## config.mk

```make
export PLATFORM = sky130hd
export DESIGN_NAME = mips_div
export DESIGN_NICKNAME = d
export VERILOG_FILES = /design/src/rtl/mips_div_pkg.sv /design/src/rtl/mips_div_step.sv /design/src/rtl/mips_div.sv
export SDC_FILE = /design/constraint.sdc
export NUM_CORES = 1
export LEC_CHECK = 0
export ABC_AREA = 1
export BUFFER_PORTS_ARGS = -buffer_cell sky130_fd_sc_hd__buf_4
export CORE_MARGIN = 2
export CORE_UTILIZATION = 55
export DETAILED_ROUTE_END_ITERATION = 16
export PLACE_DENSITY = 0.78
export SLEW_MARGIN = 40
export SYNTH_ARGS = -nofsm -noshare
export SYNTH_HDL_FRONTEND = slang
export SYNTH_SLANG_ARGS = --single-unit
```

## constraint.sdc

```tcl
create_clock -name clk -period 2.11 [get_ports clk]
set_input_delay 0.3165 -clock clk [delete_from_list [all_inputs] [get_ports clk]]
set_output_delay 0.3165 -clock clk [all_outputs]
set_load 0.005 [all_outputs]
```

## src/rtl/mips_div_pkg.sv

```systemverilog
// Shared constants, state encoding and sign helpers for the multi-cycle MIPS divider.
package mips_div_pkg;

  localparam int unsigned WIDTH = 32;
  localparam int unsigned ITER  = 32;
  localparam int unsigned CNT_W = 6;

  localparam logic [WIDTH-1:0] DIVZERO_Q = 32'hFFFF_FFFF;

  typedef enum logic [1:0] {
    LOAD = 2'd0,
    RUN  = 2'd1,
    DONE = 2'd2
  } state_t;

  // Two's complement negate when en is set; 32'h80000000 maps to itself.
  function automatic logic [WIDTH-1:0] cond_neg(input logic [WIDTH-1:0] x, input logic en);
    cond_neg = en ? WIDTH'(~x + WIDTH'(1)) : x;
  endfunction

endpackage

```

## src/rtl/mips_div_step.sv

```systemverilog
// One restoring division stage: shift in the next dividend bit, compare, conditionally subtract.
module mips_div_step
  import mips_div_pkg::*;
(
  input  logic [WIDTH-1:0] rem,
  input  logic             nbit,
  input  logic [WIDTH-1:0] dvs,
  output logic [WIDTH-1:0] rem_next_c,
  output logic             qbit_c
);

  logic [WIDTH:0] shifted;
  logic [WIDTH:0] diff;

  // 33-bit compare so divisors up to 32'h80000000 work without overflow.
  always_comb begin
    shifted    = {rem, nbit};
    diff       = shifted - {1'b0, dvs};
    qbit_c     = ~diff[WIDTH];
    rem_next_c = qbit_c ? diff[WIDTH-1:0] : shifted[WIDTH-1:0];
  end

endmodule

```

## src/rtl/mips_div.sv

```systemverilog
// 32-bit restoring divider: reset release arms one division, result after 34 edges, sticky divdone.
module mips_div
  import mips_div_pkg::*;
(
  input  logic             clk,
  input  logic             divrst,
  input  logic [WIDTH-1:0] a,
  input  logic [WIDTH-1:0] b,
  input  logic             signdiv,
  output logic [WIDTH-1:0] q,
  output logic [WIDTH-1:0] r,
  output logic             divdone
);

  state_t           state;
  logic [CNT_W-1:0] cnt;
  logic [WIDTH-1:0] dvd;   // remaining dividend bits out of the MSB, quotient bits in at the LSB
  logic [WIDTH-1:0] dvs;
  logic [WIDTH-1:0] rem;
  logic             qneg;
  logic             rneg;
  logic             divzero;

  logic [WIDTH-1:0] rem_next_c;
  logic             qbit_c;

  mips_div_step u_step (
    .rem        (rem),
    .nbit       (dvd[WIDTH-1]),
    .dvs        (dvs),
    .rem_next_c (rem_next_c),
    .qbit_c     (qbit_c)
  );

  always_ff @(posedge clk or negedge divrst) begin
    if (!divrst) begin
      state   <= LOAD;
      cnt     <= '0;
      dvd     <= '0;
      dvs     <= '0;
      rem     <= '0;
      qneg    <= 1'b0;
      rneg    <= 1'b0;
      divzero <= 1'b0;
      q       <= '0;
      r       <= '0;
      divdone <= 1'b0;
    end else begin
      case (state)
        LOAD: begin
          dvd     <= cond_neg(a, signdiv & a[WIDTH-1]);
          dvs     <= cond_neg(b, signdiv & b[WIDTH-1]);
          rem     <= '0;
          qneg    <= signdiv & (a[WIDTH-1] ^ b[WIDTH-1]);
          rneg    <= signdiv & a[WIDTH-1];
          divzero <= (b == '0);
          cnt     <= CNT_W'(ITER);
          state   <= RUN;
        end
        RUN: begin
          rem <= rem_next_c;
          dvd <= {dvd[WIDTH-2:0], qbit_c};
          cnt <= cnt - CNT_W'(1);
          if (cnt == CNT_W'(1)) begin
            state <= DONE;
          end
        end
        DONE: begin
          // Results land once on entry and then hold until the next reset.
          if (!divdone) begin
            q       <= divzero ? DIVZERO_Q : cond_neg(dvd, qneg);
            r       <= cond_neg(rem, rneg);
            divdone <= 1'b1;
          end
        end
        default: begin
          state <= LOAD;
        end
      endcase
    end
  end

endmodule

```

# Yosys cells after proc, flatten, opt, wreduce, memory -nomap -nowiden
# Cells that the tools add are included.
# word_totals
register_bits,172
output_inout_bits,65
in_bits,67
# op_classes
n_mux,11
n_eq_ne,4
reduce_logical,5
n_addsub,6
bitwise,11
# op_table
operator,n
$mux W32,6
$add A32 B1 Y32 const B,4
$not A32 Y32,4
$pmux W32 S2,2
$sub A33 B32 Y33,1
$logic_not A32 Y1,1
$pmux W6 S2,1
$eq A6 B1 Y1 const B,1
$pmux W2 S3,1
$sub A6 B1 Y6 const B,1
$reduce_and A2 Y1,2
$and A1 B1 Y1,3
$not A1 Y1,3
$eq A2 B1 Y1 const B,1
$eq A2 B2 Y1 const B,1
$logic_not A2 Y1,1
$mux W2,1
$ne A2 B2 Y1 const B,1
$reduce_bool A2 Y1,1
$xor A1 B1 Y1,1

# Longest topological paths before layout
# logic_depth
depth_word,4
mapped_depth,18
depth_no_buf,17

# Hierarchy
# Synthesis repeated with hierarchy kept, for this count alone.
# hier_totals
hier_cells,2126
hier_area_um2,13420.4
# modules_own_cells
mod,instances,area_each_um2,seq_area_each_um2,cells_per_inst
mips_div,1,10257.3,4304.1,1443
mips_div_step,1,3163.0,0.0,683

# Least setup slack after synthesis
# OpenSTA, ideal clock, no wires.
# synth_timing
path_type,flip-flop to flip-flop
start,register dvd[31]
end,register rem[10]
slack_ps,-47
arrival_time_ps,2039
n_path_buf,1
stages_incl_launch_ff,19
setup_ps,118
synth_period_minus_slack_ps,2157
required_time_ps,1992
path_cell_list,dfrtp_1 inv_1 ha_1 fa_1 inv_1 nand2_1 nand2_1 nand3_1 nand2_2 nand2_2 nand2_4 nand2_4 nand2_4 nand2_4 nand2_4 buf_6 nand2_1 nand3_1 nand2_1
# synth_between
elab_chain_cells,3
# synth_rtl
item,line_no,source
start: declaration,mips_div.sv:17,logic [WIDTH-1:0] dvd;
start signal: assignment,mips_div.sv:51,"dvd <= cond_neg(a, signdiv & a[WIDTH-1]);"
start signal: assignment,mips_div.sv:62,"dvd <= {dvd[WIDTH-2:0], qbit_c};"
$sub A33 B32 Y33,mips_div_step.sv:18,"diff = shifted - {1'b0, dvs};"
$mux W32,mips_div_step.sv:20,rem_next_c = qbit_c ? diff[WIDTH-1:0] : shifted[WIDTH-1:0];
$pmux W32 S2,mips_div.sv:49,case (state)
end signal: assignment,mips_div.sv:61,rem <= rem_next_c;
end: declaration,mips_div.sv:19,logic [WIDTH-1:0] rem;
# No other way between the ends.
# A chain may end at the register's enable or synchronous reset.

# Worst setup path after layout
# layout_timing
start,register rem[23]
end,register rem[30]
# layout_between
elab_chain_cells,3
# layout_rtl
item,line_no
$sub A33 B32 Y33,mips_div_step.sv:18
$mux W32,mips_div_step.sv:20
$pmux W32 S2,mips_div.sv:49
# No other way between the ends.

==> metrics <==
status complete, but fails checks; failing checks negative setup slack; pre-CTS setup slack -0.161 ns; Post-synth EDFFs 0; Synth Register Bits 172; Hold Crit Class input pin to register; post-synthesis sequential area ratio 33.0%; clk root buf clkbuf_16; setup TNS -2.61 ns; area leader, netlist dfrtp_1; CORE AREA 23400 µm²; DRT Wirelength 44.9 mm; Non-Filler Instances 2586; total gr overflow 0; largest net degree at the start of global routing 54; Final Util 72.0%; vias 14602; skew final 0.0114 ns; Avg Vias per Cell 5.65; Mapped Area 13100 µm²; most common cell in the netlist nand2_1; Cells after Synth 1993; endpoint class of the critical path register; post-synth top area share 33.0%; final setup violating endpoints 32; final hold viol count 0; area grow syn2layout 29.0%; antenna viol nets, final 0; Total GRT Usage 35.8%; first-pass GRT wire length 69.8 mm; fin nets 2360; main area contributors after synthesis dfrtp_1, nand2_1, inv_1; io pins 132; fin area 16800 µm²; Synth Flop Type dfrtp_1; worst slew pin tran 0.580 ns; Slew Limit Fails 0; Synth Net Count 2099; WP data required 2.48 ns; hpwl dp 33.5 mm; Static Leakage 0.00875 µW; Port-buffer cells 131; Tmin final 2.30 ns; initial antenna violation count 0; total CTS buffers 17; 1st-pass router iterations 6; GP Congestion 1.02; H-Tree Depth 4; commonest cells in the netlist nand2_1, inv_1, nand3_1; ys async rst share 100%; Synth warnings 0; pwr/cell area 1260 nW/µm²; CTS sink count 172; starting density of the core 55.8%; Placement Cell Area 15400 µm²; crit path max fanout 7; clk slew on worst S/H paths 0.08 ns; Max-Cap Viols 0; Startpoint Class register; Worst path slowest cell dfrtp_1; worst skew pair latency 0.44 ns; Unique masters post-synth 51; Crit path arrival time 2.67 ns; RSZ-0062 raised after global routing true; Slew headroom 61.3%; CP most frequent cell nand2_1; critical path type register to register; Max VDD drop 0.721 mV; Clock Path Buffers 2; Die ar. 25000 µm²; n_diodes 0; row count 56; final setup margin -0.193 ns; critical path's largest stage delay 0.43 ns; f_max 434 MHz; Iteration-0 DRC Markers 1546; synthesized area per cell 6.55 µm²; Cell Chain, Critical Path ha_1, nand2_1, nor2_1, nand2_1, nor2_2, nand2_4, nand2_4, nand2_8, clkbuf_16, nand3_2, nand3_1, nand2_1; Tcrit/Tclk final 109%; CP bufs+invs 1; vias in the first global route 13505; Die X 158 µm; CTS tree built; wire per inst 17.4 µm; Top delay family on crit path simple AND/OR/NAND/NOR gates; DR DRC count 0; Die Ht 158 µm; Placed Cells 2533; share of layout cells above drive strength 1 21.2%
## layer usage
layer	track usage, %	wire (µm)	up-vias
li1	-	-	6876
met1	47.7	18300	6765
met2	57.5	20400	790
met3	5.37	3520	171
met4	16.6	2620	0
met5	0	0	-
## worst reg2reg max path: cells and delay by family, from the launching register on
kind                     cells  cell delay (ns)
buffers and inverters        1             0.21
adder cells (fa/ha/maj)      1             0.36
flip-flops                   1             0.43
AND/OR/NAND/NOR             10             1.24
## cells by family (layout without fill, tap and decap cells)
logic type	count (synthesis)	count (layout)	synth area share [%]
flip-flops	172	172	33.0
AO/OA/AOI/OAI	244	244	11.3
XOR/XNOR	82	82	5.50
buffers and inverters	368	639	10.9
adder cells (fa/ha/maj)	39	39	3.79
AND/OR/NAND/NOR	1088	1091	35.5
## cell type report
type / instances / area, µm²
Inverter: 311 / 1170
Clock inverter: 12 / 155
Tap cell: 319 / 399
Sequential cell: 172 / 4310
Timing Repair Buffer: 296 / 2390
Fill cell: 1936 / 6560
Clock buffer: 20 / 447
Multi-Input combinational cell: 1456 / 7980
## layout by cell type, fill, tap and decap left out, types with 6 or more instances in the layout
cell type | Yosys | layout
o31ai_1 | 6 | 6
nor4_1 | 8 | 7
nor2_4 | 2 | 8
ha_1 | 38 | 14
buf_6 | 3 | 6
nor2_1 | 163 | 151
dfrtp_1 | 172 | 171
buf_12 | 0 | 8
nand3_1 | 199 | 175
o221ai_1 | 13 | 13
o21bai_1 | 20 | 20
o22a_1 | 10 | 10
o22ai_1 | 20 | 20
o21ai_0 | 103 | 102
nand2_1 | 621 | 606
nand3_2 | 1 | 25
nand4_1 | 25 | 25
or2_2 | 13 | 13
inv_1 | 305 | 287
nor2_2 | 5 | 11
xor2_1 | 64 | 64
a21oi_1 | 47 | 41
nand2_2 | 6 | 19
inv_2 | 4 | 21
buf_4 | 2 | 278
nand2_4 | 6 | 8
ha_4 | 0 | 22
xnor2_1 | 18 | 18
a21oi_2 | 2 | 8
nor3_1 | 21 | 15
o211ai_1 | 8 | 8
nand3b_1 | 10 | 10
clkbuf_16 | 0 | 19
## metrics by stage
| step | power, µW | hold WS, ns |
|---|---|---|
| 6_report | 21300 | 0.166 |
| 5_1_grt | 22500 | 0.186 |
| 3_5_place_dp | 16000 | 0.341 |
| 3_3_place_gp | 15800 | 0.323 |
| 4_1_cts | 20100 | 0.161 |
| 2_1_floorplan | 11000 | 0.0209 |
## worst paths after layout
check | startpoint | endpoint | slack (ns) | cells past startpoint
setup / recovery | rem[23]$_DFFE_PN0P_ | rem[30]$_DFFE_PN0P_ | -0.19 | 12
setup reg to reg | rem[23]$_DFFE_PN0P_ | rem[30]$_DFFE_PN0P_ | -0.19 | 12
max in group asynchronous | divrst | q[20]$_DFFE_PN0P_ | 0.97 | 3
min in group asynchronous | divrst | dvs[9]$_DFFE_PN0P_ | 0.44 | 2
hold reg to reg | r[29]$_DFFE_PN0P_ | r[29]$_DFFE_PN0P_ | 0.49 | 2
hold / removal | a[25] | dvd[25]$_DFFE_PN0P_ | 0.17 | 3
## flip-flops by register name, summed over array words and instances (netlist names)
register and count:
qneg 1, cnt 6, dvs 32, dvd 32, q 32, state 2, rneg 1, divzero 1
r 32, divdone 1, rem 32
## power breakdown
part / internal, µW / switching (µW) / total (µW) / leakage [µW]
Clock: 1820 / 1480 / 3300 / 0.000292
Sequential: 4210 / 915 / 5120 / 0.00206
Combinational: 5490 / 7350 / 12800 / 0.00640
## timing repair
| action | in CTS | in global routing |
|---|---|---|
| cloned | 2 | 5 |
| gates resized for setup | 52 | 76 |
| hold buffers | 1 | 0 |
| setup endpoints to repair | 33 | 56 |
| pin swaps | 11 | 22 |
| hold endpoints to repair | 50 | 0 |
| setup buffers | 6 | 8 |
(Power assumes the default switching activity.)
